### config.mk
export PLATFORM = sky130hd
export DESIGN_NAME = t05_translation_seq
export DESIGN_NICKNAME = d
export VERILOG_FILES = /design/src/rtl/t05_translation_seq.sv
export SDC_FILE = /design/constraint.sdc
export NUM_CORES = 1
export LEC_CHECK = 0
export ABC_CLOCK_PERIOD_IN_PS = 8600
export CAP_MARGIN = 5
export CORE_MARGIN = 4
export CORE_UTILIZATION = 24
export CTS_CLUSTER_SIZE = 14
export DETAILED_ROUTE_END_ITERATION = 10
export MAX_ROUTING_LAYER = met4
export PLACE_DENSITY = 0.6
export SETUP_SLACK_MARGIN = 0.1
export SYNTH_ARGS = -nofsm -noshare
export SYNTH_HDL_FRONTEND = slang
export SYNTH_SLANG_ARGS = --single-unit
### constraint.sdc
create_clock -name clk -period 8.6 [get_ports clk]
set_input_delay 1.72 -clock clk [delete_from_list [all_inputs] [get_ports clk]]
set_output_delay 1.72 -clock clk [all_outputs]
set_load 0.005 [all_outputs]
### src/rtl/t05_translation_seq.sv
// t05_translation_seq: per-character translation sequencer.
// Fetches a character, looks up its Huffman path in the code table, issues it
// to the translation datapath, waits for the datapath, and repeats totChar times.
// Optional watchdog: define T05_TRANSLATION_SEQ_TIMEOUT_EN to bound LOOKUP/WAIT.
//
// Handshakes: a character transfers on a rising edge where char_valid && char_ready;
// code_req/code_addr stay asserted and stable until the edge that samples code_ack;
// trn_start is a one-cycle pulse, and the datapath raises trn_busy the cycle after it.
// All control outputs are registered, decoded from the next state.
module t05_translation_seq (
  input  logic         clk,
  input  logic         rst,
  input  logic         start,
  input  logic         abort,
  input  logic [31:0]  totChar,
  input  logic         char_valid,
  input  logic [7:0]   char_in,
  output logic         char_ready,
  output logic         code_req,
  output logic [7:0]   code_addr,
  input  logic         code_ack,
  input  logic [127:0] code_path,
  input  logic [6:0]   code_len,
  output logic [7:0]   trn_charIn,
  output logic [127:0] trn_path,
  output logic [6:0]   trn_len,
  output logic         trn_start,
  input  logic         trn_busy,
  output logic         busy,
  output logic         done,
  output logic [31:0]  char_cnt,
  output logic         err,
  output logic [2:0]   dbg_state
);

  typedef enum logic [2:0] {
    IDLE   = 3'd0,
    FETCH  = 3'd1,
    LOOKUP = 3'd2,
    ISSUE  = 3'd3,
    WAIT   = 3'd4,
    DONE   = 3'd5,
    ERROR  = 3'd6
  } state_t;

  state_t         state;
  state_t         nxt;
  logic [31:0]    tot_reg;
  logic [7:0]     char_reg;
  logic [127:0]   path_reg;
  logic [6:0]     len_reg;
  logic           first_wait;
  logic [31:0]    cnt_inc;
  logic           zero_start;
  logic           timeout;

  assign cnt_inc    = char_cnt + 32'd1;
  assign zero_start = (state == IDLE) && start && (totChar == 32'd0);

  // Translation and lookup operands come straight from the latched registers
  assign code_addr  = char_reg;
  assign trn_charIn = char_reg;
  assign trn_path   = path_reg;
  assign trn_len    = len_reg;
  assign dbg_state  = state;

`ifdef T05_TRANSLATION_SEQ_TIMEOUT_EN
  logic [4:0] wd;

  // Watchdog: counts consecutive LOOKUP/WAIT cycles, cleared whenever the state moves
  always_ff @(posedge clk or posedge rst) begin
    if (rst) begin
      wd <= 5'd0;
    end else if (nxt != state) begin
      wd <= 5'd0;
    end else if (state == LOOKUP || state == WAIT) begin
      wd <= wd + 5'd1;
    end else begin
      wd <= 5'd0;
    end
  end

  // Sixteenth stalled cycle in the same state trips the watchdog
  assign timeout = (wd == 5'd15) && (state == LOOKUP || state == WAIT);
`else
  assign timeout = 1'b0;
`endif

  // Next-state selection; abort overrides every other transition
  always_comb begin
    nxt = state;
    case (state)
      IDLE:    if (start && totChar != 32'd0) nxt = FETCH;
      FETCH:   if (char_valid) nxt = LOOKUP;
      LOOKUP: begin
        if (code_ack) nxt = (code_len == 7'd0) ? DONE : ISSUE;
        else if (timeout) nxt = ERROR;
      end
      ISSUE:   nxt = WAIT;
      WAIT: begin
        // The first WAIT cycle is skipped: trn_busy only rises one cycle after trn_start
        if (!first_wait && !trn_busy) nxt = (cnt_inc == tot_reg) ? DONE : FETCH;
        else if (timeout) nxt = ERROR;
      end
      DONE:    nxt = IDLE;
      ERROR:   nxt = IDLE;
      default: nxt = IDLE;
    endcase
    if (abort && state != IDLE) nxt = IDLE;
  end

  // State register, registered control outputs and job datapath registers
  always_ff @(posedge clk or posedge rst) begin
    if (rst) begin
      state      <= IDLE;
      char_ready <= 1'b0;
      code_req   <= 1'b0;
      trn_start  <= 1'b0;
      busy       <= 1'b0;
      done       <= 1'b0;
      err        <= 1'b0;
      char_cnt   <= 32'd0;
      tot_reg    <= 32'd0;
      char_reg   <= 8'd0;
      path_reg   <= 128'd0;
      len_reg    <= 7'd0;
      first_wait <= 1'b0;
    end else begin
      state      <= nxt;
      char_ready <= (nxt == FETCH);
      code_req   <= (nxt == LOOKUP);
      trn_start  <= (nxt == ISSUE);
      busy       <= (nxt != IDLE);
      first_wait <= (nxt == WAIT) && (state == ISSUE);
      // done: normal completion, empty job, or the cycle after a watchdog error
      done       <= (nxt == DONE) || zero_start || (state == ERROR && !abort);

      if (state == IDLE && start) begin
        tot_reg  <= totChar;
        char_cnt <= 32'd0;
        err      <= 1'b0;
      end
      if (state == FETCH && nxt == LOOKUP) char_reg <= char_in;
      if (state == LOOKUP && nxt == ISSUE) begin
        path_reg <= code_path;
        len_reg  <= code_len;
      end
      // Empty code: flag it and finish the job without translating
      if (state == LOOKUP && nxt == DONE) err <= 1'b1;
      if (state == WAIT && (nxt == DONE || nxt == FETCH)) char_cnt <= cnt_inc;
      if (nxt == ERROR) err <= 1'b1;
    end
  end

endmodule

Yosys cells after proc, flatten, opt, wreduce, memory -nomap -nowiden
Cells that the tools add are included.
- register bits: 217
- input bits: 182
- output and inout port bits: 192
- word-level logic and storage cells: 64
- add/subtract/negate cells: 1
- eq/ne operators: 12
- mux-type cells: 13
- reduce and logical (&&, ||, !) cells: 25
- operators by type and width (kind ; number):
    2-to-1 mux 32 bit ; 2
    adder 32 x 1 -> 32 bit (second input constant) ; 1
    == test 32 bit ; 1
    logical NOT 32 bit ; 1
    nonzero test 32 bit ; 1
    2-to-1 mux 3 bit ; 7
    == test 3 bit (second input constant) ; 5
    case mux 3 bit (5 select lines) ; 1
    == test 3 x 2 -> 1 bit (second input constant) ; 4
    logical AND 1 bit ; 11
    nonzero test 3 bit ; 3
    logical NOT 7 bit ; 1
    == test 3 x 1 -> 1 bit (second input constant) ; 2
    logical NOT 1 bit ; 3
    logical NOT 3 bit ; 1
    logical OR 1 bit ; 3
    2-to-1 mux 1 bit ; 3
    nonzero test 2 bit ; 1

Logic depth before layout (Yosys ltp)
Gate-level depths: netlist (run 1).
- depth in word-level cells: 10
- depth in mapped cells: 11
- mapped depth without buffers: 9

Worst setup path after synthesis (run 1)
OpenSTA, ideal clock, no wires.
- path kind: input to register
- start point: input port trn_busy
- end point: register path_reg[49] (netlist: trn_path[49])
- arrival time: 3584 ps
- required time: 8475 ps
- path slack: 4891 ps
- stages on the path: 9
- path through: or2_2 a2bb2oi_1 o32a_1 a21oi_1 and3_1 buf_2 buf_2 buf_2 mux2_2
- cells in the longest elaborated chain, start to end: 7
- RTL lines (what ; line ; source):
    start, declared ; 28 ; input logic trn_busy,
    logical NOT 1 bit ; 102 ; if (!first_wait && !trn_busy) nxt = (cnt_inc == tot_reg) ? DONE : FETCH;
    logical AND 1 bit ; 102 ;
    2-to-1 mux 3 bit ; 102 ;
    case mux 3 bit (5 select lines) ; 92 ; case (state)
    2-to-1 mux 3 bit ; 109 ; if (abort && state != IDLE) nxt = IDLE;
    via nxt[0] ; 47 ; state_t nxt;
    == test 3 x 2 -> 1 bit ; 144 ; if (state == LOOKUP && nxt == ISSUE) begin
    logical AND 1 bit ; 144 ;
    end signal, assigned ; 145 ; path_reg <= code_path;
    end, declared ; 50 ; logic [127:0] path_reg;
The timed path passes the listed nets, and every way through them passes these cells.
A chain may end at the register's enable or synchronous reset.

Worst setup path after layout (run 1)
- start point: input port totChar[11]
- end point: register char_cnt[15]
- cells in the longest elaborated chain, start to end: 9
- RTL lines (what ; line ; source):
    start, declared ; 15 ; input logic [31:0] totChar,
    nonzero test 32 bit (*) ; 93 ; IDLE: if (start && totChar != 32'd0) nxt = FETCH;
    logical AND 1 bit (*) ; 93 ;
    2-to-1 mux 3 bit (*) ; 93 ;
    case mux 3 bit (5 select lines) (*) ; 92 ;
    2-to-1 mux 3 bit (*) ; 109 ;
    == test 3 bit / == test 3 x 1 -> 1 bit (equally long branches) ; 150 ; if (state == WAIT && (nxt == DONE || nxt == FETCH)) char_cnt <= cnt_inc;
    logical OR 1 bit (*) ; 150 ;
    logical AND 1 bit (*) ; 150 ;
    2-to-1 mux 32 bit / nonzero test 2 bit (equally long branches) ; -- ;
    end signal, assigned ; 150 ;
    end, declared ; 31 ; output logic [31:0] char_cnt,
Mark *: on every way between the ends. The rest lies on a longest branch, timed or not.

==> flow_metrics.py, run 1 <==
metrics = {
    "place": {
        "place.gp.congestion": 0.864,
        "place_hpwl_mm": 25.7,
        "dp_cells": 1654,
        "io_buffers": 373,
    },
    "sta": {
        "worst_pin_slew_ns": 1.19,
        "fmax_mhz": 191,
        "slew_headroom_pct": 20.6,
        "grt_setup_unrepaired": "no",
        "tns_ns": 0,
        "slew_violations": 0,
        "holdWs_ns": 0.503,
        "period_minus_slack_ns": 5.24,
        "fin_skew_ns": 0.0433,
        "finalCritPeriodShare_pct": 60.9,
        "finalSetupViolCount": 0,
        "hold_viol": 0,
    },
    "min_path": {
        "hold_path_class": "reg2reg",
        "min_path_cells": 1,
        "hold_path_startpoint": "trn_path[96]",
        "worstHoldEndpoint": "trn_path[96]",
    },
    "layout": {
        "syn2layout_area_growth_pct": 52.1,
        "fillers": 4036,
        "drive_above_1_share_pct": 21.0,
        "nets": 1335,
        "instances_no_fill": 1709,
        "mostFrequentLayoutCell": "clkdlybuf4s50_1",
        "final_cell_mix": "clkdlybuf4s50_1 (373), dfrtp_1 (217), mux2_2 (174)",
        "largest_reg_flops": 128,
    },
    "critical_path": {
        "critical_path_class": "in2reg",
        "path_max_fanout": 31,
        "reg2reg_depth": 9,
        "crit_start": "totChar[11]",
        "r2r_slack_ns": 4.18,
        "end_kind": "flip-flop",
        "r2r-start": "dbg_state[1]",
        "worstPathRequired_ns": 9.05,
        "reg2reg_to": "trn_path[95]",
        "cp.arrival_ns": 5.69,
        "worstSetupStartpointType": "input port",
    },
    "cts": {
        "hold_buffers": 0,
        "clk_path_buf_depth": 3,
        "clkTransAtPathRegs_ns": 0.05,
        "cts_root_buf": "clkbuf_16",
        "post_cts.repair.setup_buffers": 0,
        "h-tree-depth": 1,
        "cts_tree": "built",
        "clock-sinks": 217,
        "clkLatencyLatePin_ns": 0.57,
        "cts_resized": 0,
        "numCtsBuffers": 28,
    },
    "synthesis": {
        "syn_area_um2": 9910,
        "synth_seq_cells": 217,
        "ys_async_sr_fraction_pct": 100,
        "postSynthAreaPerCell_um2": 12.4,
        "yosysWarnings": 0,
        "syn_nets": 982,
        "synth_top_area_share_pct": 54.8,
        "seq_area_frac_synth_pct": 54.8,
        "yosysUniqueCellTypes": 66,
        "synth.area.top_cells": "dfrtp_1 (55%), mux2_2 (20%), o21ai_0 (2.3%)",
        "synth_ff_type": "dfrtp_1",
        "synth-edff-count": 0,
        "syn_inst": 799,
        "yosysTopAreaCell": "dfrtp_1",
    },
    "route": {
        "ant_nets": 0,
        "routed.top_layer": "met4",
        "drc": 0,
        "finalWirelength_mm": 34.0,
        "vias": 7972,
        "wirelength_met1_mm": 13.0,
        "wl_met3_mm": 3.27,
        "drtPass1Iterations": 5,
        "routedWlPerCell_um": 19.9,
        "wl_met2_mm": 17.2,
        "drt_iter0_drc": 471,
        "viasPerCell": 4.66,
    },
    "pwr": {
        "powerDensity_nw_per_um2": 321,
        "power_frac_seq_pct": 36.0,
        "power.share.clock_pct": 24.6,
        "switching_share_pct": 29.2,
        "p_comb_share_pct": 39.4,
        "power.switching_mw": 1.41,
        "leakage_nw": 6.01,
        "internal_power_mw": 3.42,
        "vdd_drop_max_mv": 0.182,
    },
    "floorplan": {
        "fp.coreArea_um2": 40800,
        "fp.dieH_um": 211,
        "initial_core_util_pct": 24.3,
        "die_x_um": 211,
        "die_area_um2": 44600,
        "rows": 74,
        "io_pins": 374,
    },
    "global_routing": {
        "grt_pass1_vias": 8504,
        "grt_pass1_wl_mm": 51.4,
        "grtUsageTotal_pct": 15.1,
        "antenna_found_initial": 3,
        "overflow": 0,
        "grt_max_degree": 114,
    },
    "status": {
        "status": "finished, final reports clean",
    },
    "run": {
        "max-cap-violations": 0,
    },
}
layer usage:
metal  vias up  GRT usage [%]
met4         0           2.03
met3        38           5.57
met1      3962           17.2
met2       334           26.2
li1       3638              -
met5         -              -
cells in the mapped netlist, drive strengths merged (2+ instances only):
| library cell | number |
|---|---|
| o21ai | 45 |
| o2111ai | 4 |
| nor3b | 3 |
| or3 | 3 |
| nand2b | 4 |
| o31ai | 17 |
| dfrtp | 217 |
| nand3 | 12 |
| a2111oi | 2 |
| nor2 | 35 |
| nand2 | 32 |
| buf | 37 |
| inv | 9 |
| or4 | 3 |
| a211oi | 2 |
| a41oi | 3 |
| mux2i | 3 |
| and3 | 18 |
| nor4 | 21 |
| or2 | 2 |
| nand3b | 2 |
| and2 | 5 |
| and4 | 7 |
| a32oi | 2 |
| xor2 | 17 |
| clkbuf | 21 |
| xnor2 | 24 |
| nor3 | 8 |
| o41ai | 5 |
| a221oi | 3 |
| nand4 | 19 |
| mux2 | 174 |
| a21oi | 17 |
| a31oi | 4 |
critical path, stage by stage:
cell	delay [ns]
clkdlybuf4s50_1	0.44
nor4_1	0.79
nand4_1	0.32
o21ai_0	0.39
a221oi_1	0.16
buf_4	0.20
and2_1	0.30
nor2_2	0.95
o21ai_0	0.26
o21ai_0	0.14
worst max-delay path by stage:
stage                     cells after the start      endpoint
final                                        10  char_cnt[15]
after global routing                          9  trn_path[81]
after CTS                                     9  trn_path[81]
after detailed placement                      9   trn_path[0]
after global placement                        9  trn_path[24]
after floorplan                               1          busy
power by group through the flow:
stage	clock, mW	sequential (mW)	combinational (mW)
2_1_floorplan	0	1.73	0.850
3_3_place_gp	0	1.74	1.92
3_5_place_dp	0	1.76	1.93
4_1_cts	1.23	1.75	1.94
5_1_grt	1.27	1.80	2.05
6_report	1.19	1.74	1.90
final cells by class:
type | count | area (µm²) | share of cell area, %
flip-flops and latches | 217 | 5430 | 36.0
multi-input cells | 515 | 4170 | 27.6
repair buffers | 381 | 3790 | 25.2
clock buffers | 41 | 830 | 5.50
well taps | 532 | 666 | 4.42
clock inverters | 11 | 136 | 0.905
inverters | 9 | 41.3 | 0.274
diodes | 3 | 7.51 | 0.0498
cells by family (layout without fill, tap and decap cells):
family          Yosys count  count (layout)  share of synthesized area (%)
flops                   217             217                           54.8
mux                     177             177                           20.1
other cells               0               3                              0
compound gates          118             118                           7.78
xor+xnor                 41              41                           3.62
fa+ha+maj                 1               1                          0.126
buf+inv                  67             442                           3.26
simple gates            178             178                           10.4
stage by stage:
stage	util (%)	power [mW]	worst slack (ns)	cell area, µm²
after CTS	36.9	4.92	3.28	15100
after floorplan	-	2.58	0.944	9910
after global placement	34.5	3.66	2.77	14100
after global routing	36.9	5.12	3.06	15100
after detailed placement	34.5	3.69	2.66	14100
final	36.9	4.83	3.36	15100
Note: power is estimated with default switching activity, not from simulation.
==> run 2: changes to the inputs <==
--- a/config.mk
+++ b/config.mk
@@ -5,14 +5,14 @@
 export SDC_FILE = /design/constraint.sdc
 export NUM_CORES = 1
 export LEC_CHECK = 0
-export ABC_CLOCK_PERIOD_IN_PS = 8600
+export ABC_CLOCK_PERIOD_IN_PS = 4300
 export CAP_MARGIN = 5
 export CORE_MARGIN = 4
 export CORE_UTILIZATION = 24
 export CTS_CLUSTER_SIZE = 14
 export DETAILED_ROUTE_END_ITERATION = 10
 export MAX_ROUTING_LAYER = met4
-export PLACE_DENSITY = 0.6
+export PLACE_DENSITY = 0.62
 export SETUP_SLACK_MARGIN = 0.1
 export SYNTH_ARGS = -nofsm -noshare
 export SYNTH_HDL_FRONTEND = slang
==> constraint.sdc (replaced) <==
create_clock -name clk -period 4.3 [get_ports clk]
set_input_delay 0.86 -clock clk [delete_from_list [all_inputs] [get_ports clk]]
set_output_delay 0.86 -clock clk [all_outputs]
set_load 0.005 [all_outputs]
==> run 2 against run 1 <==
  * Clock skew is 0.026 ns lower
  * Combinational power up 100%
  * Global-route usage decreased by 0.55 points
  * Via count is 0.30% lower
  * Final cell count did not move
  * Clock power up 76%
  * Highest routed layer unchanged
  * Critical path depth fell by 1
  * Die area unchanged
  * First-iteration DRC count is 13% lower
  * Core utilization is 0.064 points lower
==> flow_metrics.py, run 2 (synthesis results as in run 1) <==
metrics = {
    "status": {
        "status": "finished, final reports clean",
    },
    "layout": {
        "largest_reg_flops": 128,
        "nets": 1345,
        "fillers": 3969,
        "syn2layout_area_growth_pct": 51.8,
        "utilization_pct": 36.8,
        "diodes": 0,
        "drive_above_1_share_pct": 20.9,
        "mostFrequentLayoutCell": "clkdlybuf4s50_1",
        "final_cell_mix": "clkdlybuf4s50_1 (373), dfrtp_1 (217), mux2_2 (174)",
    },
    "floorplan": {
        "fp.dieH_um": 211,
        "io_pins": 374,
        "die_x_um": 211,
        "initial_core_util_pct": 24.3,
        "die_area_um2": 44600,
        "rows": 74,
        "fp.coreArea_um2": 40800,
    },
    "cts": {
        "clock-sinks": 217,
        "cts_tree": "built",
        "clkLatencyLatePin_ns": 0.56,
        "cts_root_buf": "clkbuf_16",
        "h-tree-depth": 1,
        "post_cts.repair.setup_buffers": 0,
        "clk_path_buf_depth": 3,
        "cts_resized": 0,
        "hold_buffers": 0,
        "numCtsBuffers": 26,
        "clkTransAtPathRegs_ns": 0.06,
    },
    "critical_path": {
        "cp.arrival_ns": 3.89,
        "critical_path_class": "reg2reg",
        "cp_slowest_stage_delay_ns": 0.63,
        "path_max_fanout": 10,
        "cpMaxStageDelayCell": "or4_4",
        "worstPathRequired_ns": 4.78,
        "end_kind": "flip-flop",
        "critical_path.cell_chain": "ha_1, nand3_2, or4_4, nor4_1, a21oi_1, a2111oi_0, nand4_1, nand2_1, a221o_1",
        "worstSetupStartpointType": "flip-flop",
    },
    "sta": {
        "hold_viol": 0,
        "period_minus_slack_ns": 3.41,
        "slew_violations": 0,
        "fmax_mhz": 293,
        "finalCritPeriodShare_pct": 79.2,
        "fin_skew_ns": 0.0175,
        "holdWs_ns": 0.504,
        "grt_setup_unrepaired": "no",
        "worst_pin_slew_ns": 0.900,
        "slew_headroom_pct": 39.9,
        "tns_ns": 0,
        "finalSetupViolCount": 0,
    },
    "route": {
        "finalWirelength_mm": 33.3,
        "drc": 0,
        "ant_nets": 0,
        "vias": 7948,
        "drtPass1Iterations": 4,
        "drt_iter0_drc": 412,
        "viasPerCell": 4.65,
        "routedWlPerCell_um": 19.5,
    },
    "global_routing": {
        "grt_max_degree": 101,
        "overflow": 0,
        "antenna_found_initial": 0,
        "grt_pass1_vias": 8340,
        "grtUsageTotal_pct": 14.6,
        "grt_pass1_wl_mm": 49.7,
    },
    "run": {
        "max-cap-violations": 0,
    },
    "pwr": {
        "powerDensity_nw_per_um2": 627,
        "vdd_drop_max_mv": 0.419,
        "leakage_nw": 6.01,
    },
    "place": {
        "place_hpwl_mm": 24.9,
        "place.gp.congestion": 0.828,
        "io_buffers": 373,
    },
    "min_path": {
        "hold_path_class": "reg2reg",
    },
}
## run 2: worst max-delay path: cells and delay by family (launching register included)
kind	cells	cell delay, ns
AO/OA/AOI/OAI	3	0.75
AND/OR/NAND/NOR	5	1.62
flip-flops	1	0.58
adder cells (fa/ha/maj)	1	0.38
## run 2: final timing paths
path	start	end	slack, ns	depth (start not counted)
worst max-delay path	char_cnt[0]	done	0.89	9
worst min-delay path	trn_path[4]	trn_path[4]	0.50	1
worst max register to register	char_cnt[0]	done	0.89	9
worst min register to register	trn_path[4]	trn_path[4]	0.50	1
max in group asynchronous	rst	char_cnt[29]	2.60	3
min in group asynchronous	rst	trn_path[49]	0.84	2
## run 2: through the flow
stage                     power (mW)  instances  setup WS, ns  instance area (µm²)
after floorplan                 5.15        799         0.614                 9910
after global placement          7.34       1666         0.591                14200
after detailed placement        7.41       1666         0.534                14200
after CTS                       9.58       1709         0.884                15000
after global routing            9.99       1709         0.677                15000
final                           9.43       1709         0.893                15000
## run 2: where the power goes
group | leakage [nW] | internal, mW | switching [mW] | total [mW]
clock network | 0.398 | 1.23 | 0.872 | 2.10
logic | 2.94 | 2.48 | 1.36 | 3.84
registers | 2.67 | 2.93 | 0.560 | 3.49
## run 2: final cells by class
class	count	area, µm²	area share (%)
sequential	217	5430	36.1
multi-input combinational	515	4160	27.7
timing repair buffer	393	3930	26.1
clock buffer	40	773	5.14
tap	532	666	4.42
clock inverter	3	40.0	0.266
inverter	9	37.5	0.250
## run 2: layer usage
layer | vias up | wire [µm] | global-route usage [%]
met5 | - | 0 | -
met4 | 0 | 493 | 2.59
met3 | 35 | 2970 | 4.81
met2 | 335 | 16400 | 24.0
met1 | 3922 | 13400 | 17.7
li1 | 3656 | - | -
==> patch 1: new RTL, settings of run 1 <==
Register the output `char_cnt` once more, with the module's reset; this adds one clock of latency there. The other outputs are not delayed to match.
--- a/src/rtl/t05_translation_seq.sv
+++ b/src/rtl/t05_translation_seq.sv
@@ -44,4 +44,6 @@
   } state_t;
 
+  logic [31:0] char_cnt_s0;
+
   state_t         state;
   state_t         nxt;
@@ -55,5 +57,5 @@
   logic           timeout;
 
-  assign cnt_inc    = char_cnt + 32'd1;
+  assign cnt_inc    = char_cnt_s0 + 32'd1;
   assign zero_start = (state == IDLE) && start && (totChar == 32'd0);
 
@@ -120,5 +122,5 @@
       done       <= 1'b0;
       err        <= 1'b0;
-      char_cnt   <= 32'd0;
+      char_cnt_s0 <= 32'd0;
       tot_reg    <= 32'd0;
       char_reg   <= 8'd0;
@@ -138,5 +140,5 @@
       if (state == IDLE && start) begin
         tot_reg  <= totChar;
-        char_cnt <= 32'd0;
+        char_cnt_s0 <= 32'd0;
         err      <= 1'b0;
       end
@@ -148,6 +150,14 @@
       // Empty code: flag it and finish the job without translating
       if (state == LOOKUP && nxt == DONE) err <= 1'b1;
-      if (state == WAIT && (nxt == DONE || nxt == FETCH)) char_cnt <= cnt_inc;
+      if (state == WAIT && (nxt == DONE || nxt == FETCH)) char_cnt_s0 <= cnt_inc;
       if (nxt == ERROR) err <= 1'b1;
+    end
+  end
+
+  always_ff @(posedge clk or posedge rst) begin
+    if (rst) begin
+      char_cnt <= '0;
+    end else begin
+      char_cnt <= char_cnt_s0;
     end
   end
Formal check against the unedited RTL: not equivalent (a bounded check fails within 10 cycles, from zero or initial values and one cycle with rst high).
==> patch 1 against run 1 <==
Sequential cell count grew 32. Final area grew 5.9%. Setup slack got worse by 0.033 ns. Routed wire length up 2.8%. Total power up 1.8%. Worst hold slack lost 0.043 ns. Register-to-register slack worse by 0.11 ns. Non-clock buffer count fell by 1. Area after synthesis grew 8.2%. Critical path type unchanged.
==> patch 1: results (changes against run 1) <==
[sta]
finClkSkew_ns = 0.01296  ; -0.03032 ns
hold-worst-slack_ns = 0.4600  ; -0.04260 ns
max_slew_margin_pct = 23.70  ; +3.1 points
setup_slack_ns = 3.326  ; -0.03254 ns

[setup_path]
crit_family = simple AND/OR/NAND/NOR gates
rr_worst_depth = 7  ; -2
path_max_fanout = 60  ; +94%
crit_arrival_ns = 5.70  ; about the same
cp_slowest_cell = and2_1
cp-endpoint = trn_path[100]$_DFFE_PP0P_
cp-startpoint = start
rrSetupSlack_ns = 4.07  ; -0.11 ns
cpPeakStageDelay_ns = 0.90  ; -0.05 ns

[cells_and_area]
final_nets = 1434  ; +7.4%
final_cells = 1867  ; +9.2%
drive_gt1_share_pct = 5.420  ; -16 points
final.fill_count = 4352  ; +7.8%

[clocking]
htree_levels = 1  ; unchanged
insertion_delay_ns = 0.55  ; -0.02 ns
cts_buffer_depth = 3  ; unchanged
cts-root-buf = clkbuf_16
clkTransAtPathRegs_ns = 0.07  ; +0.02 ns

[global_routing]
grt_first_pass_wirelength_um = 52010  ; +1.2%
grt_max_degree = 154  ; +35%
grt_pass1_vias = 8502  ; -0.024%
grt_usage_pct = 14.28  ; -0.82 points

[pwr]
leakagePower_nw = 6.543  ; +8.8%
p_sw_mw = 1.435  ; +1.8%
ir_drop_v = 0.0001435  ; -21%

[min_path]
min_to = char_cnt[31]$_DFF_PP0_
hp-class = reg2reg
hold_depth = 0  ; -1
hp-start = char_cnt_s0[31]$_DFFE_PP0P_

[place]
dpl.cell_count = 1813  ; +9.6%
place.gp.congestion = 0.8639  ; about the same
pre_cts_ws_ns = 2.705  ; +0.04098 ns
hpwlAfterDp_um = 26590  ; +3.5%
postPlaceCellArea_sq_um = 14980  ; +6.3%

[synthesis]
synth_area_leaders = dfrtp_1, mux2_1, nand2_1
synth_area_per_cell_sq_um = 11.82  ; -4.7%
synth_cell_types = 64  ; -3.0%
seq_area_frac_synth_pct = 58.13  ; +3.3 points
synth_fp_nets = 1090  ; +11%
synthTopCellsByCount = dfrtp_1, mux2_1, nand2_1, clkbuf_1, nor2_1
ys_warn_count = 0  ; unchanged

[drt]
avgRoutedWirePerCell_um = 18.72  ; -5.9%
vias_per_cell = 4.491  ; -3.7%
drt_iter0_drc = 397  ; -16%

[outcome]
run_status = complete, no violations

## patch 1: cell types whose count changed after synthesis, sizes merged, moves of 5 or more
cell,change
and3,-10
buf,-17
clkbuf,+25
dfrtp,+32
mux2,-31
nand2,+93
nand3,+6
nor2b,+7
nor4,-6
o21ai,-5
o41ai,+7
or4,+5
xor2,-5
## patch 1: metal layers
| layer | part of all wire [%] | global-route usage [%] | routed length (um) |
|---|---|---|---|
| met5 | 0 | - | 0 |
| met4 | 2.3 | 3.602 | 796 |
| met3 | 9.3 | 4.085 | 3255 |
| met2 | 50 | 24.61 | 17340 |
| met1 | 39 | 16.42 | 13550 |
## patch 1: kinds of logic (layout without fill, tap and decap cells)
group | after synthesis | in the layout | synth area share [%]
flops | 249 | 249 | 58.13
xor+xnor | 38 | 38 | 3.233
buf+inv | 74 | 440 | 3.047
other cells | 0 | 2 | 0
fa+ha+maj | 1 | 1 | 0.1167
simple gates | 281 | 281 | 13.03
mux | 143 | 143 | 15.02
compound gates | 121 | 121 | 7.424
## patch 1: power groups by stage
stage | clock network [mW] | registers, mW | logic, mW
detailed placement | 0 | 1.89 | 1.83
global placement | 0 | 1.87 | 1.80
global route | 1.34 | 1.92 | 1.96
floorplan | 0 | 1.86 | 0.766
finish | 1.26 | 1.87 | 1.80
CTS | 1.30 | 1.87 | 1.84
## patch 1: final cells by class
cell class / count / area, sq um / share of cell area [%]
clock buffers: 42 / 844.6 / 5.291
clock inverters: 10 / 135.1 / 0.8465
flip-flops and latches: 249 / 6231 / 39.03
diodes: 2 / 5.005 / 0.03135
repair buffers: 380 / 3799 / 23.80
well taps: 592 / 740.7 / 4.640
multi-input cells: 584 / 4174 / 26.15
inverters: 8 / 33.78 / 0.2116
==> patch 2: new RTL, flow settings as in run 1 <==
Without the edit above. The option `T05_TRANSLATION_SEQ_TIMEOUT_EN` is turned on by a define.
--- a/src/rtl/t05_translation_seq.sv
+++ b/src/rtl/t05_translation_seq.sv
@@ -8,4 +8,6 @@
 // trn_start is a one-cycle pulse, and the datapath raises trn_busy the cycle after it.
 // All control outputs are registered, decoded from the next state.
+`define T05_TRANSLATION_SEQ_TIMEOUT_EN
+
 module t05_translation_seq (
   input  logic         clk,
Formal check against the unedited RTL: no difference found for any inputs over 10 cycles, from zero or initial values and one cycle with rst high; that may be too few to reach the edited logic, so the function may still have changed.
==> patch 2 against run 1 <==
Critical path depth stayed put. Critical path type unchanged. Area after synthesis increased by 3.6%. Setup slack better by 0.080 ns. Total power about the same. Routed wire length is 1.7% higher. Maximum frequency rose by 1.6%. Sequential cell count rose by 5. Clock skew is 0.028 ns lower. Final area grew 2.0%.
==> patch 2: results (changes against run 1) <==
[outcome]
run_status = complete, no violations

[pwr]
clkPwrFrac_pct = 23.7  ; -0.9 points
seqPwrFrac_pct = 36.2  ; +0.2 points
ir_drop_v = 0.0001829  ; +0.66%
p_int_mw = 3.375  ; -1.3%
leakagePower_nw = 6.210  ; +3.3%
p_seq_mw = 1.75

[global_routing]
grt_usage_pct = 14.79  ; -0.31 points
grt_max_degree = 137  ; +20%
grt_first_pass_wirelength_um = 53220  ; +3.5%
antenna_found_initial = 0  ; -3
grt_pass1_vias = 8624  ; +1.4%

[cells_and_area]
largest_register_ffs = 128  ; unchanged
final.fill_count = 4185  ; +3.7%
final_nets = 1442  ; +8.0%
diodes = 0  ; -3
drive_gt1_share_pct = 16.76  ; -4.2 points

[drt]
drc = 0  ; unchanged
avgRoutedWirePerCell_um = 19.03  ; -4.3%
wl_um = 34570  ; +1.7%
drt_iter0_drc = 491  ; +4.2%
first_pass_iters = 4  ; -1
vias = 8469  ; +6.2%

[synthesis]
synth_area_leaders = dfrtp_1, mux2_2, nand2_1
syn_inst = 908  ; +14%
synth_cell_types = 65  ; -1.5%
seq_area_frac_synth_pct = 54.09  ; -0.70 points
synthTopCellsByCount = dfrtp_1, mux2_2, nand2_1, o21ai_0, nor2_1
ys_warn_count = 0  ; unchanged
synth_fp_nets = 1093  ; +11%

[place]
pre_cts_ws_ns = 2.813  ; +0.1494 ns
postPlaceCellArea_sq_um = 14480  ; +2.7%
place.gp.congestion = 0.8209  ; -5.0%
dpl.cell_count = 1767  ; +6.8%
hpwlAfterDp_um = 25470  ; -0.83%

[setup_path]
path_max_fanout = 50  ; +61%
cp-startpoint = totChar[29]
timing.rr.start = char_cnt[0]$_DFFE_PP0P_
rrSetupSlack_ns = 4.13  ; -0.05 ns
crit_arrival_ns = 5.61  ; -0.08 ns
worstReg2RegEnd = wd[4]$_DFF_PP0_

[sta]
setup_slack_ns = 3.438  ; +0.08011 ns
tightest_slew_ns = 1.093  ; -0.09708 ns
finClkSkew_ns = 0.01485  ; -0.02843 ns
hold-worst-slack_ns = 0.4909  ; -0.01171 ns

[min_path]
hp-class = reg2reg
min_to = tot_reg[13]$_DFFE_PP0P_
hold_depth = 2  ; +1
hp-start = tot_reg[13]$_DFFE_PP0P_

[clocking]
cts_buffer_depth = 3  ; unchanged
clkTransAtPathRegs_ns = 0.06
insertion_delay_ns = 0.55  ; -0.02 ns
cts-buffers-inserted = 27  ; -3.6%
cts-root-buf = clkbuf_16

-- patch 2: cell count changes after synthesis, moves of 7 or more --
cell,before,now
mux2_2,174,144
nor2_1,35,42
nor2b_1,1,11
nand2_1,32,136
clkbuf_1,20,30
and3_1,17,6
-- patch 2: routing by layer --
metal	vias up	global-route usage [%]	part of all wire [%]
met5	-	-	0
met4	0	3.242	2.3
met3	46	3.898	7.1
met2	332	23.70	46
met1	4146	18.95	44
li1	3945	-	-
-- patch 2: critical path: stages --
cell and delay, ns:
clkdlybuf4s50_1 0.47, nor4_1 0.59, nand4_1 0.37, o21ai_1 0.38, a21oi_2 0.15, nand4_1 0.13
buf_4 0.47, and2_1 0.94, o21ai_0 0.23, o31ai_1 0.12
-- patch 2: area by class of cell --
| type | count | area (sq um) | share of cell area, % |
|---|---|---|---|
| well taps | 539 | 674.4 | 4.386 |
| inverters | 6 | 30.03 | 0.1953 |
| clock inverters | 6 | 61.31 | 0.3987 |
| multi-input cells | 619 | 4414 | 28.71 |
| flip-flops and latches | 222 | 5555 | 36.13 |
| repair buffers | 381 | 3806 | 24.75 |
| clock buffers | 43 | 835.8 | 5.435 |
-- patch 2: cells by family (layout without fill, tap and decap cells) --
logic type      after synthesis  count (layout)  share of synthesized area (%)
flops                       222             222                          54.09
simple gates                306             306                          15.15
compound gates              122             122                          7.772
fa+ha+maj                     4               4                         0.4629
xor+xnor                     43              43                          3.667
buf+inv                      67             436                          3.070
mux                         144             144                          15.79
